### src/rtl/operand_sweep_ctrl_if.sv
// -----------------------------------------------------------------------------
// operand_sweep_ctrl_if
//   Bundles the control handshake and the operand/result bus between the sweep
//   sequencer and its environment (comparator datapath plus test host).
//
//   master : the sequencer itself (drives operands and status)
//   slave  : the environment (drives start/abort/seed and the comparator result)
//
//   Signals
//     start    begin a sweep (sampled only while idle)
//     abort    end a running sweep early
//     seed     base operand, latched on start
//     res_in   1-bit comparator result
//     A..D     operand vector presented to the datapath
//     busy     high while the sweep is running
//     done     one-cycle pulse at the end of a sweep
//     vec_idx  index of the vector currently driven
//     hit_cnt  number of sampled vectors whose result was 1
// -----------------------------------------------------------------------------
interface operand_sweep_ctrl_if #(
   parameter int WIDTH = 8
);
   logic             start;
   logic             abort;
   logic [WIDTH-1:0] seed;
   logic             res_in;
   logic [WIDTH-1:0] A;
   logic [WIDTH-1:0] B;
   logic [WIDTH-1:0] C;
   logic [WIDTH-1:0] D;
   logic             busy;
   logic             done;
   logic [15:0]      vec_idx;
   logic [15:0]      hit_cnt;

   modport master (
      input  start, abort, seed, res_in,
      output A, B, C, D, busy, done, vec_idx, hit_cnt
   );

   modport slave (
      output start, abort, seed, res_in,
      input  A, B, C, D, busy, done, vec_idx, hit_cnt
   );
endinterface

### src/rtl/operand_sweep_ctrl.sv
// -----------------------------------------------------------------------------
// operand_sweep_ctrl
//   Stimulus sequencer for the 4-operand comparator datapath. On start it walks
//   NVEC operand vectors over A..D, holds each vector for LAT cycles, samples
//   the comparator result on the last cycle of each vector and counts hits.
//
//   Parameters
//     WIDTH  operand width, must be even (D is the half-swap of A)
//     LAT    comparator latency / vector period in cycles, 1..15
//     NVEC   vectors per sweep, 1..65535
//
//   Ports
//     clk    rising-edge clock
//     reset  synchronous active-high reset
//     bus    operand_sweep_ctrl_if.master (start/abort/seed/res_in in;
//            A..D, busy, done, vec_idx, hit_cnt out)
//
//   Build option
//     SWEEP_LFSR_EN  when defined, A comes from an 8-bit Fibonacci LFSR
//                    (x^8+x^6+x^5+x^4+1) seeded on start instead of the linear
//                    base+index map. Requires WIDTH == 8.
// -----------------------------------------------------------------------------
module operand_sweep_ctrl #(
   parameter int WIDTH = 8,
   parameter int LAT   = 1,
   parameter int NVEC  = 256
) (
   input  logic                  clk,
   input  logic                  reset,
   operand_sweep_ctrl_if.master  bus
);

   typedef enum logic [1:0] {
      S_IDLE = 2'd0,
      S_RUN  = 2'd1,
      S_DONE = 2'd2
   } state_t;

   localparam logic [3:0]       LAT_CNT  = 4'(LAT);
   localparam logic [15:0]      LAST_IDX = 16'(NVEC - 1);
   localparam logic [WIDTH-1:0] C_OFS    = WIDTH'('h55);

   state_t           state_q, state_d;
   logic [3:0]       lat_q,   lat_d;
   logic [15:0]      idx_q,   idx_d;
   logic [15:0]      hit_q,   hit_d;
   logic [WIDTH-1:0] a_q,     a_d;
   logic [WIDTH-1:0] b_q,     c_q,   d_q;

   // Last cycle of the current vector: the result is sampled on this edge.
   logic sample_edge;
   assign sample_edge = (lat_q == 4'd1);

   // Operand value after a vector advance, and the value loaded on start.
   logic [WIDTH-1:0] a_step, a_load;
`ifdef SWEEP_LFSR_EN
   assign a_step = {a_q[6:0], a_q[7] ^ a_q[5] ^ a_q[4] ^ a_q[3]};
   // The all-zero state is a lock-up state for this LFSR.
   assign a_load = (bus.seed == '0) ? WIDTH'(1) : bus.seed;
`else
   // base+idx+1 == A+1 (mod 2^WIDTH), so no separate base register is kept.
   assign a_step = a_q + WIDTH'(1);
   assign a_load = bus.seed;
`endif

   // ---------------------------------------------------------------- state reg
   // NOTE: state is written with non-blocking assignments so every flop samples
   // the pre-edge values; blocking here would create order-dependent behaviour.
   always_ff @(posedge clk) begin
      if (reset) state_q <= S_IDLE;
      else       state_q <= state_d;
   end

   // --------------------------------------------------------------- next state
   // NOTE: every variable driven here gets a default first, so no path leaves
   // it unassigned and no latch is inferred.
   always_comb begin
      state_d = state_q;
      case (state_q)
         S_IDLE:  if (bus.start) state_d = S_RUN;
         // abort wins over the final sample of the sweep.
         S_RUN:   if (bus.abort || (sample_edge && idx_q == LAST_IDX))
                     state_d = S_DONE;
         S_DONE:  state_d = S_IDLE;
         default: state_d = S_IDLE;
      endcase
   end

   // ------------------------------------------------------------ outputs (FSM)
   always_comb begin
      bus.busy = (state_q == S_RUN);
      bus.done = (state_q == S_DONE);
   end

   // -------------------------------------------------------- datapath next
   always_comb begin
      lat_d = lat_q;
      idx_d = idx_q;
      hit_d = hit_q;
      a_d   = a_q;
      case (state_q)
         S_IDLE: begin
            if (bus.start) begin
               a_d   = a_load;
               idx_d = '0;
               hit_d = '0;
               lat_d = LAT_CNT;
            end
         end
         S_RUN: begin
            // An aborted vector is neither sampled nor advanced.
            if (!bus.abort) begin
               lat_d = lat_q - 4'd1;
               if (sample_edge) begin
                  hit_d = hit_q + {15'd0, bus.res_in};
                  if (idx_q != LAST_IDX) begin
                     idx_d = idx_q + 16'd1;
                     a_d   = a_step;
                     lat_d = LAT_CNT;
                  end
               end
            end
         end
         default: ;
      endcase
   end

   // --------------------------------------------------------- datapath regs
   // B..D are registered alongside A so all four operands change on one edge.
   always_ff @(posedge clk) begin
      if (reset) begin
         lat_q <= '0;
         idx_q <= '0;
         hit_q <= '0;
         a_q   <= '0;
         b_q   <= '0;
         c_q   <= '0;
         d_q   <= '0;
      end else begin
         lat_q <= lat_d;
         idx_q <= idx_d;
         hit_q <= hit_d;
         a_q   <= a_d;
         b_q   <= ~a_d;
         c_q   <= a_d + C_OFS;
         d_q   <= {a_d[WIDTH/2-1:0], a_d[WIDTH-1:WIDTH/2]};
      end
   end

   assign bus.A       = a_q;
   assign bus.B       = b_q;
   assign bus.C       = c_q;
   assign bus.D       = d_q;
   assign bus.vec_idx = idx_q;
   assign bus.hit_cnt = hit_q;

endmodule
### src/flat_wrapper.sv
// flat-port wrapper written by rule: the top's interface ports become plain ports
module operand_sweep_ctrl_flat 
#(
   parameter int WIDTH = 8,
   parameter int LAT   = 1,
   parameter int NVEC  = 256
)
  (clk, reset, bus_start, bus_abort, bus_seed, bus_res_in, bus_A, bus_B, bus_C, bus_D, bus_busy, bus_done, bus_vec_idx, bus_hit_cnt);
  operand_sweep_ctrl_if #(.WIDTH(WIDTH)) bus_i ();
  input  logic clk;
  input  logic reset;
  input wire logic [$bits(bus_i.start)-1:0] bus_start;
  input wire logic [$bits(bus_i.abort)-1:0] bus_abort;
  input wire logic [$bits(bus_i.seed)-1:0] bus_seed;
  input wire logic [$bits(bus_i.res_in)-1:0] bus_res_in;
  output wire logic [$bits(bus_i.A)-1:0] bus_A;
  output wire logic [$bits(bus_i.B)-1:0] bus_B;
  output wire logic [$bits(bus_i.C)-1:0] bus_C;
  output wire logic [$bits(bus_i.D)-1:0] bus_D;
  output wire logic [$bits(bus_i.busy)-1:0] bus_busy;
  output wire logic [$bits(bus_i.done)-1:0] bus_done;
  output wire logic [$bits(bus_i.vec_idx)-1:0] bus_vec_idx;
  output wire logic [$bits(bus_i.hit_cnt)-1:0] bus_hit_cnt;
  assign bus_i.start = bus_start;
  assign bus_i.abort = bus_abort;
  assign bus_i.seed = bus_seed;
  assign bus_i.res_in = bus_res_in;
  assign bus_A = bus_i.A;
  assign bus_B = bus_i.B;
  assign bus_C = bus_i.C;
  assign bus_D = bus_i.D;
  assign bus_busy = bus_i.busy;
  assign bus_done = bus_i.done;
  assign bus_vec_idx = bus_i.vec_idx;
  assign bus_hit_cnt = bus_i.hit_cnt;
  operand_sweep_ctrl #(.WIDTH(WIDTH), .LAT(LAT), .NVEC(NVEC)) u_core (.clk(clk), .reset(reset), .bus(bus_i));
endmodule
### config.mk
export PLATFORM = sky130hd
export DESIGN_NAME = operand_sweep_ctrl_flat
export DESIGN_NICKNAME = d
export VERILOG_FILES = /design/src/rtl/operand_sweep_ctrl_if.sv /design/src/rtl/operand_sweep_ctrl.sv /design/src/flat_wrapper.sv
export SDC_FILE = /design/constraint.sdc
export NUM_CORES = 1
export LEC_CHECK = 0
export CORE_UTILIZATION = 35
export DETAILED_ROUTE_END_ITERATION = 12
export SETUP_SLACK_MARGIN = 0.05
export SLEW_MARGIN = 20
export SYNTH_ARGS = -nofsm -noshare
export SYNTH_HDL_FRONTEND = slang
export SYNTH_SLANG_ARGS = --single-unit
export TNS_END_PERCENT = 20
### constraint.sdc
create_clock -name clk -period 2.5 [get_ports clk]
set_input_delay 0.25 -clock clk [delete_from_list [all_inputs] [get_ports clk]]
set_output_delay 0.25 -clock clk [all_outputs]
set_load 0.05 [all_outputs]
==> results of run 1 <==
[worst max-delay path, stage by stage, from the launching register on]
cell and delay (ns):
dfxtp_2 0.33, inv_2 0.07, ha_4 0.12, or3b_4 0.39
a221oi_4 0.31, a21boi_4 0.31, nand4_4 0.14, buf_4 0.16
or3_1 0.30, a21oi_1 0.15
[synthesized netlist by cell type (all sizes together) (5+ instances only)]
cell and instances:
nor2 48, nor4 7, inv 6, buf 12, nand4 11, nor3 11, a21oi 21, dfxtp 61
o22ai 5, or3 7, and3 6, ha 7, o22a 6, nand3 14, clkbuf 8, nand2b 12
xor2 21, o21ai 9, nand2 24
[state kept, by name, summed over array words and instances (netlist names)]
name / cells
u_core.lat_q: 4
u_core.bus.A: 1
u_core.bus.B: 7
u_core.state_q: 2
u_core.bus.D: 7
u_core.bus.hit_cnt: 16
u_core.bus.C: 8
u_core.bus.vec_idx: 16
[power groups by stage]
| stage | registers, mW | logic (mW) | clock network [mW] |
|---|---|---|---|
| floorplan | 1.25 | 0.304 | 0 |
| global placement | 1.09 | 0.719 | 0 |
| detailed placement | 1.09 | 0.724 | 0 |
| CTS | 1.07 | 0.730 | 0.950 |
| global route | 1.08 | 0.795 | 0.997 |
| finish | 1.07 | 0.751 | 0.924 |
[metal layers]
metal / up-vias / GRT usage / part of all wire / wire length, um
met5: - / 0 / 0 / 0
met4: 0 / 0.0538 / 0.0095 / 72
met3: 5 / 0.0494 / 0.058 / 439
met2: 76 / 0.300 / 0.48 / 3630
met1: 1300 / 0.209 / 0.46 / 3470
li1: 1420 / - / - / -
[worst paths after layout]
path	end	slack, ns
max	u_core.bus.vec_idx[6]	0.15
min	u_core.bus.hit_cnt[0]	0.50
max reg2reg	u_core.bus.vec_idx[6]	0.15
min reg2reg	u_core.bus.hit_cnt[0]	0.50
[metrics by stage]
step | utilization | instances | setup TNS, ns | hold WS, ns | total power, mW
6_report | 0.549 | 562 | 0 | 0.505 | 2.75
5_1_grt | 0.549 | 562 | 0 | 0.519 | 2.87
4_1_cts | 0.535 | 559 | 0 | 0.511 | 2.75
3_5_place_dp | 0.506 | 542 | -0.314 | 0.499 | 1.82
3_3_place_gp | 0.506 | 542 | -0.185 | 0.486 | 1.81
2_1_floorplan | - | 338 | 0 | 0.331 | 1.56
[repair_timing]
item | 4_1_cts | 5_1_grt
buffers inserted | 1 | 4
pin swaps | 2 | 6
gates resized for setup | 4 | 23
endpoints found under the setup margin | 7 | 21
[kinds of logic after synthesis]
kind of cell               count (synthesis)  share of synthesized area
and+or+nand+nor                          159                      0.293
xor gates and xnor gates                  25                     0.0741
AOI/OAI and AO/OA                         54                      0.125
muxes                                      5                     0.0174
adders and majority gates                  7                     0.0296
buffers and inverters                     27                     0.0474
DFF                                       61                      0.413
[final cells by class]
class                   count  share of cell area
repair buffers            123               0.255
well taps                 105              0.0293
multi-input cells         250               0.387
flip-flops and latches     61               0.276
clock inverters             3             0.00947
inverters                   7             0.00585
clock buffers              13              0.0376
==> impl_metrics.json, run 1 <==
{
  "status": "finished, final reports clean",
  "power_leakage_nw": 1.71,
  "clk_pin_slew_ns": 0.07,
  "maxCapViolations": 0,
  "synth_ff_type": "dfxtp_1",
  "multi_input_area_um2": 1740,
  "ys_seq_elements": 61,
  "relSlewSlack": 0.645,
  "nets": 472,
  "p_per_area_nw_per_um2": 612,
  "worstSkewPairLatency_ns": 0.33,
  "cp_max_fo": 4,
  "rsz0062_at_grt": "yes",
  "pwr-share-comb": 0.273,
  "die_x_um": 93.9,
  "final.setup.worst_slack_ns": 0.147,
  "placed_cell_area_um2": 4140,
  "wl_mm": 7.61,
  "nFillCells": 792,
  "ios": 79,
  "netSwitchingPower_uw": 874,
  "vias_per_cell": 4.98,
  "synthTopCellsByArea": "dfxtp_1, xor2_1, nor2_1",
  "pwr-share-seq": 0.391,
  "preCtsSetupSlack_ns": -0.123,
  "io_buffers": 78,
  "final_area_um2": 4490,
  "worstRegToRegCells": 9,
  "fmax_mhz": 425,
  "cts_tree": "yes",
  "worstPathRequired_ns": 2.75,
  "ir_worst_vdd_v": 0.000408,
  "cp.arrival_ns": 2.60,
  "cts.sinks": 61,
  "min_from": "u_core.bus.hit_cnt[0]",
  "end_kind": "register",
  "skew_ns": 0.00571,
  "yosysSeqAreaShare": 0.413,
  "hold_viol": 0,
  "cts_htree_levels": 3,
  "r2r-start": "u_core.lat_q[1]",
  "diodes": 0,
  "areaGrowthSynthToFinish_pct": 51.9,
  "grt_pass1_wl_mm": 12.0,
  "start_kind": "register",
  "root_buffer": "clkbuf_8",
  "min_path_type": "reg2reg",
  "pwr-share-clk": 0.336,
  "final_cell_mix": "clkdlybuf4s50_1, dfxtp_1, nor2_1",
  "ant_nets": 0,
  "critPathKind": "reg2reg",
  "tightest_slew_ns": 0.531,
  "ys_types": 49,
  "drt-initial-drc-count": 73,
  "timing.critical_path.from": "u_core.lat_q[1]",
  "slew_viol_final": 0,
  "synth_top_area_frac": 0.413,
  "p_sw_frac": 0.318,
  "hold_depth": 2,
  "start_util": 0.361,
  "cts_buffers": 9,
  "die_h_um": 93.9,
  "grt_max_degree": 29,
  "fin_crit_sh": 0.941,
  "syn-num-nets": 358,
  "syn_inst": 338,
  "postSynthAreaPerCell_um2": 8.74,
  "row_count": 33,
  "synth_top_area_cell": "dfxtp_1",
  "fin_crit_ns": 2.35,
  "setup_violations": 0,
  "design.core.area_um2": 8180,
  "synth-async-reset-ratio": 0,
  "place_congestion": 0.855,
  "syn-cell-area_um2": 2960,
  "cts_hold_buf": 0,
  "place_hpwl_mm": 5.53,
  "dieArea_um2": 8820,
  "avgRoutedWirePerCell_um": 13.5,
  "cell_internal_pwr_mw": 1.87,
  "layout_commonest_cell": "clkdlybuf4s50_1",
  "drc": 0,
  "antenna_found_initial": 0,
  "gr-total-overflow": 0,
  "ys_warn_count": 0,
  "grt_usage": 0.175,
  "grt_pass1_vias": 2649,
  "ff_latch_area_um2": 1240,
  "clockBufferDepth": 2,
  "num_vias": 2801,
  "drive_gt1_frac": 0.230,
  "synth-edff-count": 0,
  "first_pass_iters": 4
}
Power figures use the tool's default switching activity.
==> inputs of run 2 (changes only) <==
==> constraint.sdc (replaced) <==
create_clock -name clk -period 2.9 [get_ports clk]
set_input_delay 0.29 -clock clk [delete_from_list [all_inputs] [get_ports clk]]
set_output_delay 0.29 -clock clk [all_outputs]
set_load 0.05 [all_outputs]
==> impl_metrics.json, run 2 (synthesized netlist as in run 1, its figures left out) <==
{
  "final.setup.worst_slack_ns": 0.255,
  "die_h_um": 93.9,
  "worstPathRequired_ns": 3.17,
  "gr-total-overflow": 0,
  "stdcell_count": 537,
  "grt_pass1_vias": 2503,
  "areaGrowthSynthToFinish_pct": 40.6,
  "timing.setup.tns_ns": 0,
  "timing.critical_path.from": "u_core.bus.vec_idx[0]",
  "clockBufferDepth": 2,
  "cts_buffers": 9,
  "cts_htree_levels": 3,
  "grt_max_degree": 34,
  "fin_crit_sh": 0.912,
  "skew_ns": 0.00858,
  "fin_crit_ns": 2.65,
  "drc": 0,
  "end_kind": "register",
  "ios": 79,
  "timing.rr.end": "u_core.bus.C[7]",
  "ant_nets": 0,
  "slowest_delay_ns": 0.38,
  "cts_tree": "yes",
  "clk_pin_slew_ns": 0.07,
  "io_buffers": 78,
  "r2r-start": "u_core.bus.vec_idx[0]",
  "p_per_area_nw_per_um2": 570,
  "row_count": 33,
  "relSlewSlack": 0.646,
  "diodes": 0,
  "cp_cell_sequence": "ha_1 > nor4bb_2 > nand4_1 > buf_4 > buf_4 > nand4_1 > mux2i_1 > nand2_1 > o31a_1 > o21a_1 > nor3_1",
  "first_pass_iters": 4,
  "slew_viol_final": 0,
  "crit_slowest_cell": "dfxtp_2",
  "layout_commonest_cell": "clkdlybuf4s50_1",
  "avgRoutedWirePerCell_um": 13.8,
  "die_x_um": 93.9,
  "wl_mm": 7.42,
  "worstRegToRegCells": 11,
  "crit_path_end": "u_core.bus.C[7]",
  "place_congestion": 0.831,
  "cp.arrival_ns": 2.91,
  "rsz0062_at_grt": "no",
  "drt-initial-drc-count": 121,
  "power_leakage_nw": 1.57,
  "cp_max_fo": 5,
  "place_hpwl_mm": 5.27,
  "hold_viol": 0,
  "critPathKind": "reg2reg",
  "tightest_slew_ns": 0.529,
  "dieArea_um2": 8820,
  "design.core.area_um2": 8180,
  "final_cell_mix": "clkdlybuf4s50_1, dfxtp_1, nor2_1",
  "min_path_type": "reg2reg",
  "drive_gt1_frac": 0.125,
  "antenna_found_initial": 0,
  "root_buffer": "clkbuf_8",
  "maxCapViolations": 0,
  "r2r_setup_slack_ns": 0.25,
  "grt_pass1_wl_mm": 12.1,
  "setup_violations": 0,
  "vias_per_cell": 4.99,
  "ir_worst_vdd_v": 0.000345,
  "cts.sinks": 61,
  "place_inst": 518,
  "start_kind": "register",
  "num_vias": 2677,
  "preCtsSetupSlack_ns": 0.116,
  "start_util": 0.361,
  "worstSkewPairLatency_ns": 0.35,
  "grt_usage": 0.179,
  "nets": 447,
  "status": "finished, final reports clean",
  "fmax_mhz": 378
}
run 2: cell types whose count changed in the layout (fill, tap and decap cells not counted), moves of 4 or more:
cell	change
nor3_2	-4
buf_4	-22
nor3_1	+4
dfxtp_2	-6
dfxtp_1	+8
run 2: how the worst min path moves through the flow:
stage,end,start,cells past startpoint
floorplan,u_core.bus.B[6],reset,1
global placement,u_core.bus.hit_cnt[7],u_core.bus.hit_cnt[7],2
detailed placement,u_core.bus.hit_cnt[12],u_core.bus.hit_cnt[12],2
CTS,u_core.bus.hit_cnt[12],u_core.bus.hit_cnt[12],2
global route,u_core.bus.hit_cnt[15],u_core.bus.hit_cnt[15],2
finish,u_core.bus.hit_cnt[7],u_core.bus.hit_cnt[7],2
run 2: critical path: cells and delay by family, from the launching register on:
kind	cells	cell delay (ns)
flip-flops	1	0.38
AND/OR/NAND/NOR	5	0.94
multiplexers	1	0.30
adder cells (fa/ha/maj)	1	0.23
AO/OA/AOI/OAI	2	0.38
buffers and inverters	2	0.33
run 2: metal layers:
layer / GRT usage / vias up / share of wire
met5: 0 / - / 0
met4: 0.0744 / 0 / 0.014
met3: 0.0469 / 10 / 0.056
met2: 0.281 / 74 / 0.46
met1: 0.231 / 1232 / 0.47
li1: - / 1361 / -
run 2: area by class of cell:
class	instances	area (um^2)
Fill cell	796	4020
Multi-Input combinational cell	250	1620
Sequential cell	61	1220
Timing Repair Buffer	98	928
Clock buffer	12	155
Tap cell	105	131
Clock inverter	4	70.1
Inverter	7	26.3
run 2: what timing repair did:
item,in CTS,in global routing
endpoints found under the setup margin,0,4
setup buffers,0,3
gates resized for setup,0,6
hold buffers,0,0
endpoints found under the hold margin,0,0
run 2: per-stage QoR:
step / util / power [mW] / hold slack (ns) / area [um^2]
3_5_place_dp: 0.475 / 1.52 / 0.495 / 3880
4_1_cts: 0.503 / 2.39 / 0.507 / 4110
5_1_grt: 0.508 / 2.48 / 0.539 / 4160
2_1_floorplan: - / 1.34 / 0.371 / 2960
3_3_place_gp: 0.475 / 1.52 / 0.481 / 3880
6_report: 0.508 / 2.37 / 0.502 / 4160
run 2: power breakdown:
group / internal, mW / switching (mW)
Combinational: 0.216 / 0.362
Clock: 0.528 / 0.332
Sequential: 0.887 / 0.0426
